File: config.mk
export PLATFORM = sky130hd
export DESIGN_NAME = vga_timing_gen
export DESIGN_NICKNAME = d
export VERILOG_FILES = /design/src/rtl/vga_pkg.sv /design/src/rtl/vga_timing_gen_pixel_clk_en.sv /design/src/rtl/vga_timing_gen.sv
export SDC_FILE = /design/constraint.sdc
export NUM_CORES = 1
export LEC_CHECK = 0
export BUFFER_PORTS_ARGS = -buffer_cell sky130_fd_sc_hd__clkbuf_2
export CAP_MARGIN = 25
export CORE_MARGIN = 2
export CORE_UTILIZATION = 43
export DETAILED_ROUTE_END_ITERATION = 8
export GPL_TIMING_DRIVEN = 1
export PLACE_DENSITY = 0.66
export SLEW_MARGIN = 20
export SYNTH_ARGS = -nofsm -noshare
export SYNTH_HDL_FRONTEND = slang
export SYNTH_HIERARCHICAL = 1
export SYNTH_SLANG_ARGS = --single-unit
File: constraint.sdc
create_clock -name clk -period 2.6 [get_ports clk]
set_input_delay 0 -clock clk [delete_from_list [all_inputs] [get_ports clk]]
set_output_delay 0 -clock clk [all_outputs]
set_load 0.02 [all_outputs]
File: src/rtl/vga_pkg.sv
// Shared VGA constants: 640x480@60Hz raster timing, 12-bit RGB colours and the
// pixel-window helper used by the downstream colour logic.
package vga_pkg;

   localparam int unsigned VGA_CLK_DIV      = 4;
   localparam int unsigned VGA_H_SYNC       = 96;
   localparam int unsigned VGA_H_DISP_START = 144;
   localparam int unsigned VGA_H_DISP_END   = 784;
   localparam int unsigned VGA_H_TOTAL      = 800;
   localparam int unsigned VGA_V_SYNC       = 2;
   localparam int unsigned VGA_V_DISP_START = 35;
   localparam int unsigned VGA_V_DISP_END   = 515;
   localparam int unsigned VGA_V_TOTAL      = 525;

   localparam int unsigned COORD_W = 10;
   typedef logic [COORD_W-1:0] coord_t;
   typedef logic [11:0]        rgb_t;

   localparam rgb_t RGB_BLACK  = 12'h000;
   localparam rgb_t RGB_WHITE  = 12'hFFF;
   localparam rgb_t RGB_RED    = 12'hF00;
   localparam rgb_t RGB_GREEN  = 12'h0F0;
   localparam rgb_t RGB_BLUE   = 12'h00F;
   localparam rgb_t RGB_YELLOW = 12'hFF0;

   // Half-open window test: x0 <= h < x1 and y0 <= v < y1.
   function automatic logic in_window(input coord_t h, input coord_t v,
                                      input coord_t x0, input coord_t x1,
                                      input coord_t y0, input coord_t y1);
      return (h >= x0) && (h < x1) && (v >= y0) && (v < y1);
   endfunction

endpackage

File: src/rtl/vga_timing_gen_pixel_clk_en.sv
// Pixel-rate divider: o_advance is the combinational "last divider cycle" flag the
// counters step on; o_pixel_en is its registered copy, aligned with the new position.
module pixel_clk_en
   import vga_pkg::*;
#(
   parameter int unsigned CLK_DIV = VGA_CLK_DIV
) (
   input  logic i_clk,
   input  logic i_rst_n,
   output logic o_advance,
   output logic o_pixel_en
);

   localparam int unsigned DW = $clog2(CLK_DIV);
   localparam logic [DW-1:0] LAST = DW'(CLK_DIV - 1);

   logic [DW-1:0] r_div;
   logic          r_pixel_en;
   logic          w_advance;

   // >= so an out-of-range divider value (non power-of-two CLK_DIV) still wraps.
   assign w_advance  = (r_div >= LAST);
   assign o_advance  = w_advance;
   assign o_pixel_en = r_pixel_en;

   always_ff @(posedge i_clk or negedge i_rst_n) begin
      if (!i_rst_n) begin
         r_div      <= '0;
         r_pixel_en <= 1'b0;
      end else begin
         r_div      <= w_advance ? '0 : r_div + 1'b1;
         r_pixel_en <= w_advance;
      end
   end

endmodule

File: src/rtl/vga_timing_gen.sv
// Free-running VGA raster generator: position counters plus registered sync/bright/tick
// decode, all computed from the next position so they change together with the counters.
module vga_timing_gen
   import vga_pkg::*;
#(
   parameter int unsigned CLK_DIV      = VGA_CLK_DIV,
   parameter int unsigned H_SYNC       = VGA_H_SYNC,
   parameter int unsigned H_DISP_START = VGA_H_DISP_START,
   parameter int unsigned H_DISP_END   = VGA_H_DISP_END,
   parameter int unsigned H_TOTAL      = VGA_H_TOTAL,
   parameter int unsigned V_SYNC       = VGA_V_SYNC,
   parameter int unsigned V_DISP_START = VGA_V_DISP_START,
   parameter int unsigned V_DISP_END   = VGA_V_DISP_END,
   parameter int unsigned V_TOTAL      = VGA_V_TOTAL
) (
   input  logic       clk,
   input  logic       rst,
   output logic       pixel_en,
   output logic [9:0] hCount,
   output logic [9:0] vCount,
   output logic       hSync,
   output logic       vSync,
   output logic       bright,
   output logic       line_tick,
   output logic       frame_tick
);

   localparam coord_t H_LAST = coord_t'(H_TOTAL - 1);
   localparam coord_t V_LAST = coord_t'(V_TOTAL - 1);
   localparam coord_t H_SW   = coord_t'(H_SYNC);
   localparam coord_t V_SW   = coord_t'(V_SYNC);
   localparam coord_t H_DS   = coord_t'(H_DISP_START);
   localparam coord_t H_DE   = coord_t'(H_DISP_END);
   localparam coord_t V_DS   = coord_t'(V_DISP_START);
   localparam coord_t V_DE   = coord_t'(V_DISP_END);

   logic   w_adv;
   logic   w_h_wrap;
   logic   w_v_wrap;
   coord_t w_h_next;
   coord_t w_v_next;

   coord_t r_h;
   coord_t r_v;
   logic   r_hsync;
   logic   r_vsync;
   logic   r_bright;
   logic   r_line_tick;
   logic   r_frame_tick;

   pixel_clk_en #(
      .CLK_DIV (CLK_DIV)
   ) u_pixel_clk_en (
      .i_clk      (clk),
      .i_rst_n    (rst),
      .o_advance  (w_adv),
      .o_pixel_en (pixel_en)
   );

   // >= comparisons let a corrupted (out-of-range) count fall back to 0.
   assign w_h_wrap = (r_h >= H_LAST);
   assign w_v_wrap = (r_v >= V_LAST);

   always_comb begin
      w_h_next = r_h;
      w_v_next = r_v;
      if (w_adv) begin
         w_h_next = w_h_wrap ? '0 : r_h + 1'b1;
         if (r_v > V_LAST)
            w_v_next = '0;
         else if (w_h_wrap)
            w_v_next = w_v_wrap ? '0 : r_v + 1'b1;
      end
   end

   always_ff @(posedge clk or negedge rst) begin
      if (!rst) begin
         r_h          <= '0;
         r_v          <= '0;
         r_hsync      <= 1'b0;
         r_vsync      <= 1'b0;
         r_bright     <= 1'b0;
         r_line_tick  <= 1'b0;
         r_frame_tick <= 1'b0;
      end else begin
         r_h          <= w_h_next;
         r_v          <= w_v_next;
         r_hsync      <= (w_h_next >= H_SW);
         r_vsync      <= (w_v_next >= V_SW);
         r_bright     <= in_window(w_h_next, w_v_next, H_DS, H_DE, V_DS, V_DE);
         r_line_tick  <= w_adv && w_h_wrap;
         r_frame_tick <= w_adv && w_h_wrap && w_v_wrap;
      end
   end

   assign hCount     = r_h;
   assign vCount     = r_v;
   assign hSync      = r_hsync;
   assign vSync      = r_vsync;
   assign bright     = r_bright;
   assign line_tick  = r_line_tick;
   assign frame_tick = r_frame_tick;

endmodule

# Yosys cells after proc, flatten, opt, wreduce, memory -nomap -nowiden
# Index checks and enable logic that the tools add are counted.
# totals
reg_bits	28
input_bits	2
elab_cells	34
output_inout_bits	26
# op_classes
n_reduce_logical	5
order_cmp	10
n_mux	7
add_sub_neg	3
# op_table
operator	count
$mux 10	6
$add 10x1->10 const B	2
$ge 10x10->1 const B	2
$lt 10x10->1 const B	2
$ge 10x2->1 const B	1
$ge 10x6->1 const B	1
$ge 10x7->1 const B	1
$ge 10x8->1 const B	1
$gt 10x10->1 const B	1
$logic_and 1x1->1	5
$add 2x1->2 const B	1
$ge 2x2->1 const B	1
$mux 2	1

# Logic depth before layout (Yosys ltp)
# Gate-level depths: netlist of run 1.
# logic_depth
depth_word	8
ltp_mapped	11
mapped_depth_nobuf	10

# Cells and area by module
# Netlist of run 1, hierarchy kept.
# by_module_without_submodules
mod	instances	cells_per_inst	area_each_um2	seq_area_each_um2
vga_timing_gen	1	168	1601.5	625.6
pixel_clk_en	1	5	91.3	75.1

# Worst setup path after synthesis of run 1
# No wires, ideal clock.
# synth_path
path_kind	flip-flop to flip-flop
from	register r_h[0] (netlist: hCount[0])
to	register r_bright (netlist: bright)
required_time_ps	2513
synth_period_minus_slack_ps	2723
n_path_buf	0
arrival_time_ps	2636
setup_ps	87
slack_ps	-123
path_stages_with_launch	9
path_cell_list	dfrtp_1 > ha_1 > nand4_4 > a2111oi_4 > nand4_2 > a2111oi_4 > o31ai_1 > or4b_1 > a211oi_2
# synth_via
elab_chain_cells	7
elab_cells_between_ends	14
classes_between	1 x add/sub; 5 x order compare; 5 x mux; 3 x reduce/logical
# synth_lines
element	line_no	source
from (decl)	vga_timing_gen.sv:43	coord_t r_h;
from (signal assigned)	vga_timing_gen.sv:86	r_h <= w_h_next;
$add 10x1->10 / $ge 10x10->1 (equally long branches)	vga_timing_gen.sv:68, vga_timing_gen.sv:61	
$mux 10, on equally long branches	vga_timing_gen.sv:68, vga_timing_gen.sv:71	
$mux 10, on equally long branches	vga_timing_gen.sv:67, vga_timing_gen.sv:69	
$ge 10x8->1 (tied with other cells)	vga_pkg.sv:30	return (h >= x0) && (h < x1) && (v >= y0) && (v < y1);
$logic_and 1x1->1 / $ge 10x6->1 (equally long branches)	vga_pkg.sv:30	
$logic_and 1x1->1	vga_pkg.sv:30	
$logic_and 1x1->1 (*)	vga_pkg.sv:30	
to (signal assigned)	vga_timing_gen.sv:90	r_bright <= in_window(w_h_next, w_v_next, H_DS, H_DE, V_DS, V_DE);
to (decl)	vga_timing_gen.sv:47	logic r_bright;
# Mark *: on every way between the ends. The rest lies on a longest branch, timed or not.

# Worst setup path in the final report of run 1
# layout_path
from	register r_v[0] (netlist: vCount[0])
to	register r_bright (netlist: bright)
# layout_via
elab_chain_cells	8
elab_cells_between_ends	11
classes_between	1 x add/sub; 4 x order compare; 4 x mux; 2 x reduce/logical
# layout_lines
element	line_no	source
from (decl)	vga_timing_gen.sv:44	coord_t r_v;
from (signal assigned)	vga_timing_gen.sv:87	r_v <= w_v_next;
$add 10x1->10 / $ge 10x10->1 (equally long branches)	vga_timing_gen.sv:72, vga_timing_gen.sv:62	
$mux 10	vga_timing_gen.sv:72	w_v_next = w_v_wrap ? '0 : r_v + 1'b1;
$mux 10	vga_timing_gen.sv:71	else if (w_h_wrap)
$mux 10	vga_timing_gen.sv:69	if (r_v > V_LAST)
$mux 10 (*)	vga_timing_gen.sv:67	if (w_adv) begin
$ge 10x6->1	vga_pkg.sv:30	
$logic_and 1x1->1	vga_pkg.sv:30	
$logic_and 1x1->1 (*)	vga_pkg.sv:30	
# Marks and branches as above.

==> results of run 1 <==
## worst max-delay path by stage
stage	start	slack [ns]	end
floorplan	hCount[0]	0.005	bright
global placement	vCount[0]	0.06	bright
detailed placement	vCount[0]	-0.02	bright
CTS	hCount[0]	0.005	bright
global route	vCount[0]	-0.13	bright
finish	vCount[0]	-0.05	bright
## sequential cells by signal (all words and copies together) (netlist names)
name                       flops
frame_tick                     1
hCount                        10
line_tick                      1
bright                         1
u_pixel_clk_en/r_div           2
hSync                          1
u_pixel_clk_en/o_pixel_en      1
vSync                          1
vCount                        10
## through the flow
step           instances  utilization  worst slack (ns)  TNS [ns]  hold WS, ns
3_3_place_gp         274        0.561            0.0613         0       0.0692
4_1_cts              279        0.578           0.00521         0        0.324
3_5_place_dp         274        0.561           -0.0221   -0.0221       0.0909
2_1_floorplan        173            -           0.00549         0       -0.296
5_1_grt              283        0.590            -0.133    -0.133        0.367
6_report             283        0.590           -0.0453   -0.0453        0.282
## routing by layer
layer / vias up / part of all wire
li1: 762 / -
met5: - / 0
met3: 11 / 0.051
met1: 770 / 0.44
met4: 0 / 0.017
met2: 51 / 0.49
## power by group
group | switching [µW] | leakage [µW] | internal, µW
Sequential | 0 | 0.000372 | 435
Clock | 144 | 0.0000288 | 136
Combinational | 8.56 | 0.000671 | 1.48
## cell usage after synthesis (2+ instances only)
| library cell | count | area, µm² |
|---|---|---|
| dfrtp_1 | 28 | 701 |
| nor2_1 | 17 | 63.8 |
| nand2_1 | 15 | 56.3 |
| inv_1 | 12 | 45.0 |
| nand3_1 | 12 | 60.1 |
| o21ai_0 | 8 | 40.0 |
| a31oi_1 | 5 | 31.3 |
| o31ai_1 | 5 | 37.5 |
| xnor2_1 | 5 | 43.8 |
| ha_1 | 4 | 50.1 |
| nand4_1 | 4 | 25.0 |
| nor3_1 | 4 | 20.0 |
| xor2_1 | 4 | 35.0 |
| a21oi_1 | 3 | 15.0 |
| a2111oi_4 | 2 | 55.1 |
| a211o_2 | 2 | 20.0 |
| a211oi_1 | 2 | 15.0 |
| a21o_1 | 2 | 15.0 |
| and3_1 | 2 | 12.5 |
| and3_2 | 2 | 15.0 |
| buf_6 | 2 | 22.5 |
| clkbuf_8 | 2 | 27.5 |
| nor2b_1 | 2 | 12.5 |
| nor4b_1 | 2 | 17.5 |
| o211ai_1 | 2 | 15.0 |
## final cells by class
| type | instances | share of cell area |
|---|---|---|
| clock buffers | 4 | 0.0251 |
| repair buffers | 64 | 0.189 |
| well taps | 48 | 0.0274 |
| inverters | 12 | 0.0205 |
| multi-input cells | 127 | 0.416 |
| flip-flops and latches | 28 | 0.321 |
## worst max-delay path: stages, from the launching register on
cell	delay, ns
dfrtp_2	0.39
buf_4	0.12
nand4_1	0.21
a2111oi_4	0.46
nand4_2	0.19
a2111oi_4	0.38
o31ai_2	0.11
or4b_1	0.50
a211oi_2	0.20
## timing repair
action,4_1_cts,5_1_grt
pin swaps,1,3
hold endpoints to repair,28,0
resized for setup,1,3
endpoints found under the setup margin,1,1
hold buffers,1,0
gates cloned,0,0
buffers inserted,0,4
## kinds of logic after synthesis
family,count (synthesis),share of synthesized area
AO/OA/AOI/OAI,42,0.209
multiplexers,1,0.00665
flip-flops,28,0.414
buffers and inverters,18,0.0628
XOR/XNOR,9,0.0466
adder cells (fa/ha/maj),4,0.0296
AND/OR/NAND/NOR,71,0.231
==> flow_summary.toml, run 1 <==
[grt]
antenna_found_initial = 0
overflow = 0
busiest_layer = "met2"
grt_pass1_vias = 1532
grtUsageMet1 = 0.287
grtUsageMet3 = 0.0355
grt_pass1_wl_um = 7180
track_usage = 0.213
grt_max_degree = 29
use_met2 = 0.353

[power_and_ir_drop]
p_leak_uw = 0.00107
cellPowerDensity_nw_per_um2 = 331
p_total_uw = 725
peakVddDrop_uv = 356

[critical_path]
r2r-end = "bright"
reg2reg_from = "vCount[0]"
path_class = "register to register"
r2r_slack_ns = -0.05
critical_path.max_fanout = 3
worstPathRequired_ns = 2.79
start_kind = "register"
cp-end-kind = "register"
rr_worst_depth = 8
critical_path_arrival_ns = 2.84

[final_layout]
layout-drive-gt1-share = 0.383
multi_input_area_um2 = 912
ff_latch_area_um2 = 704
n_fill_cell = 340
diodes = 0
final_common_cell = "buf_4"
syn_to_final_growth_pct = 29.5
fin_area_um2 = 2190
final_cell_mix = "buf_4 (36), clkbuf_2 (27), dfrtp_1 (25)"
layout.nets = 242

[logic_synthesis]
ys_ff_latch = 28
synth_nets = 179
ys_warn_count = 6
synthDistinctLibCells = 50
yosysSeqAreaShare = 0.414
netlist_instances = 173
synth_edf_count = 0
syn_avg_cell_area_um2 = 9.79
syn_area_um2 = 1690
synth-async-reset-ratio = 1.00
synthFlopType = "dfrtp_1"

[floorplanning]
placementRows = 22
die-height_um = 66.7
die_w_um = 66.7
core_area_um2 = 3720
dieArea_um2 = 4450
io_pins = 28
start_util = 0.456

[job]
drv_cap = 0

[clock_network]
cts_inserted_buffers = 3
clock_latency_ns = 0.28
clockBufferDepth = 2
cts.clk_slew.worst_paths_ns = 0.10
htreeDepth = 1
cts_root_buffer = "clkbuf_8"
cts_tree = "yes"
cts.sinks = 28

[sta]
final-max-slew-violation-count = 0
period_share = 1.02
tightest_slew_ns = 0.719
rsz0062_at_grt = "yes"
worst_slack_ns = -0.0453
finClkSkew_ns = 0.00744
timing.fmax_mhz = 378
finalSetupViolations = 1
fin_crit_ns = 2.65
slew-limit-headroom = 0.521
final-hold-violation-count = 0

[drt]
first_iter_violations = 88
vias = 1594
ant_nets = 0
routed_via_density = 5.63
dr.pass1.iters = 4
drc = 0
wire_per_inst_um = 15.9
wl_um = 4490

[place]
place_area_um2 = 2080
io_buffers = 27
hpwlAfterDp_um = 3410
gp_congestion = 0.924

[run_status]
violations = "negative setup slack"
outcome = "finished with violations"

[min_path]
min_path_type = "input pin to async pin"
(Power assumes the default switching activity.)
==> run 2, diff against run 1 <==
--- a/constraint.sdc
+++ b/constraint.sdc
@@ -3,2 +3,2 @@
 set_output_delay 0 -clock clk [all_outputs]
-set_load 0.02 [all_outputs]
+set_load 0.1 [all_outputs]
==> flow_summary.toml, run 2 (synthesized netlist as in run 1, its figures left out) <==
[run_status]
outcome = "finished with violations"
violations = "negative setup slack"

[drt]
wl_um = 4300
first_iter_violations = 110
routed_via_density = 5.49
wire_per_inst_um = 15.4
vias = 1526
ant_nets = 0
dr.pass1.iters = 5
drc = 0

[clock_network]
cts.sinks = 28
cts_tree = "yes"
cts.clk_slew.worst_paths_ns = 0.09
clockBufferDepth = 2
cts_inserted_buffers = 3
cts_root_buffer = "clkbuf_8"
clock_latency_ns = 0.28
htreeDepth = 1

[critical_path]
critical_path_arrival_ns = 2.85
path_class = "register to register"
cp-end-kind = "register"
critPathMostFrequentCell = "a2111oi_4"
start_kind = "register"
r2r-end = "bright"
critical_path.max_fanout = 3
rr_worst_depth = 9
slowest_delay_ns = 0.50
cp_cell_sequence = "ha_4, nand4_4, a2111oi_4, buf_4, a211o_4, a2111oi_4, o31ai_2, or4b_1, a211oi_2"
slowest_stage = "dfrtp_4"
r2r_slack_ns = -0.05
worstPathRequired_ns = 2.80
reg2reg_from = "hCount[1]"

[sta]
fin_crit_ns = 2.65
tightest_slew_ns = 0.704
timing.fmax_mhz = 378
worst_slack_ns = -0.0461
slew-limit-headroom = 0.531
final-hold-violation-count = 0
rsz0062_at_grt = "yes"
final-max-slew-violation-count = 0
finClkSkew_ns = 0.00486
finalSetupViolations = 1
period_share = 1.02

[final_layout]
layout-drive-gt1-share = 0.435
syn_to_final_growth_pct = 29.7
final_util = 0.591
layout.nets = 237
final_common_cell = "buf_4"
diodes = 0
fin_cells = 278
final_cell_mix = "buf_4 (31), clkbuf_2 (27), nor2_1 (17)"

[power_and_ir_drop]
p_comb_frac = 0.014
cellPowerDensity_nw_per_um2 = 326
swShare = 0.201
p_seq_frac = 0.608
power_switching_uw = 144
p_leak_uw = 0.00101
clkPwrFrac = 0.379
p_total_uw = 716
p_int_uw = 572
peakVddDrop_uv = 204

[job]
drv_cap = 0

[grt]
track_usage = 0.214
overflow = 0
grtUsageMet3 = 0.0287
grt_max_degree = 29
grt_pass1_wl_um = 7110
grt_pass1_vias = 1474
grtUsageMet1 = 0.280
antenna_found_initial = 0
use_met2 = 0.344
busiest_layer = "met2"

[place]
placedCellCount = 262
gp_congestion = 0.939
hpwlAfterDp_um = 3090
io_buffers = 27

[floorplanning]
io_pins = 28
die_w_um = 66.7
die-height_um = 66.7
placementRows = 22
dieArea_um2 = 4450
core_area_um2 = 3720
start_util = 0.456

[min_path]
min_path_type = "input pin to async pin"
## run 2: per-layer routing
| layer | wire [µm] | up-vias |
|---|---|---|
| li1 | - | 747 |
| met1 | 1970 | 732 |
| met2 | 2080 | 39 |
| met3 | 142 | 8 |
| met4 | 99 | 0 |
| met5 | 0 | - |
## run 2: how the worst max path moves through the flow
stage | start | endpoint | slack [ns] | cells after the start
floorplan | hCount[0] | bright | -0.17 | 8
global placement | vCount[0] | bright | 0.07 | 10
detailed placement | vCount[0] | bright | -0.05 | 9
CTS | hCount[0] | bright | -0.01 | 8
global route | hCount[0] | bright | -0.17 | 9
finish | hCount[1] | bright | -0.05 | 9
## run 2: power by group through the flow
stage	clock network (µW)	logic, µW	registers, µW
after floorplan	0	0.000386	444
after global placement	0	8.88	444
after detailed placement	0	9.59	444
after CTS	283	10.7	435
after global routing	300	11.9	435
final	271	9.89	435
## run 2: repair_timing
action / 4_1_cts / 5_1_grt
hold endpoints to repair: 28 / 0
endpoints found under the setup margin: 1 / 1
hold buffers: 1 / 0
setup buffers: 10 / 1
gates resized for setup: 2 / 2
pin swaps: 8 / 2
## run 2: cell type report
type                            instances  area (µm²)
Fill cell                             333        1520
Multi-Input combinational cell        127         918
Sequential cell                        28         739
Timing Repair Buffer                   59         378
Tap cell                               48        60.1
Clock buffer                            4        55.1
Inverter                               12        45.0
## run 2: per-stage QoR
| stage | TNS, ns | hold slack (ns) | instance area (µm²) | worst slack [ns] |
|---|---|---|---|---|
| 6_report | -0.0461 | 0.288 | 2200 | -0.0461 |
| 5_1_grt | -0.175 | 0.357 | 2200 | -0.175 |
| 4_1_cts | -0.0108 | 0.314 | 2170 | -0.0108 |
| 3_5_place_dp | -0.0535 | 0.0851 | 2030 | -0.0535 |
| 3_3_place_gp | 0 | 0.0607 | 2030 | 0.0709 |
| 2_1_floorplan | -0.172 | -0.296 | 1740 | -0.172 |
## run 2: worst max-delay path: cells and delay by family (launching register included)
kind | cells | cell delay [ns]
adder cells (fa/ha/maj) | 1 | 0.17
AO/OA/AOI/OAI | 5 | 1.15
flip-flops | 1 | 0.50
buffers and inverters | 1 | 0.16
AND/OR/NAND/NOR | 2 | 0.57
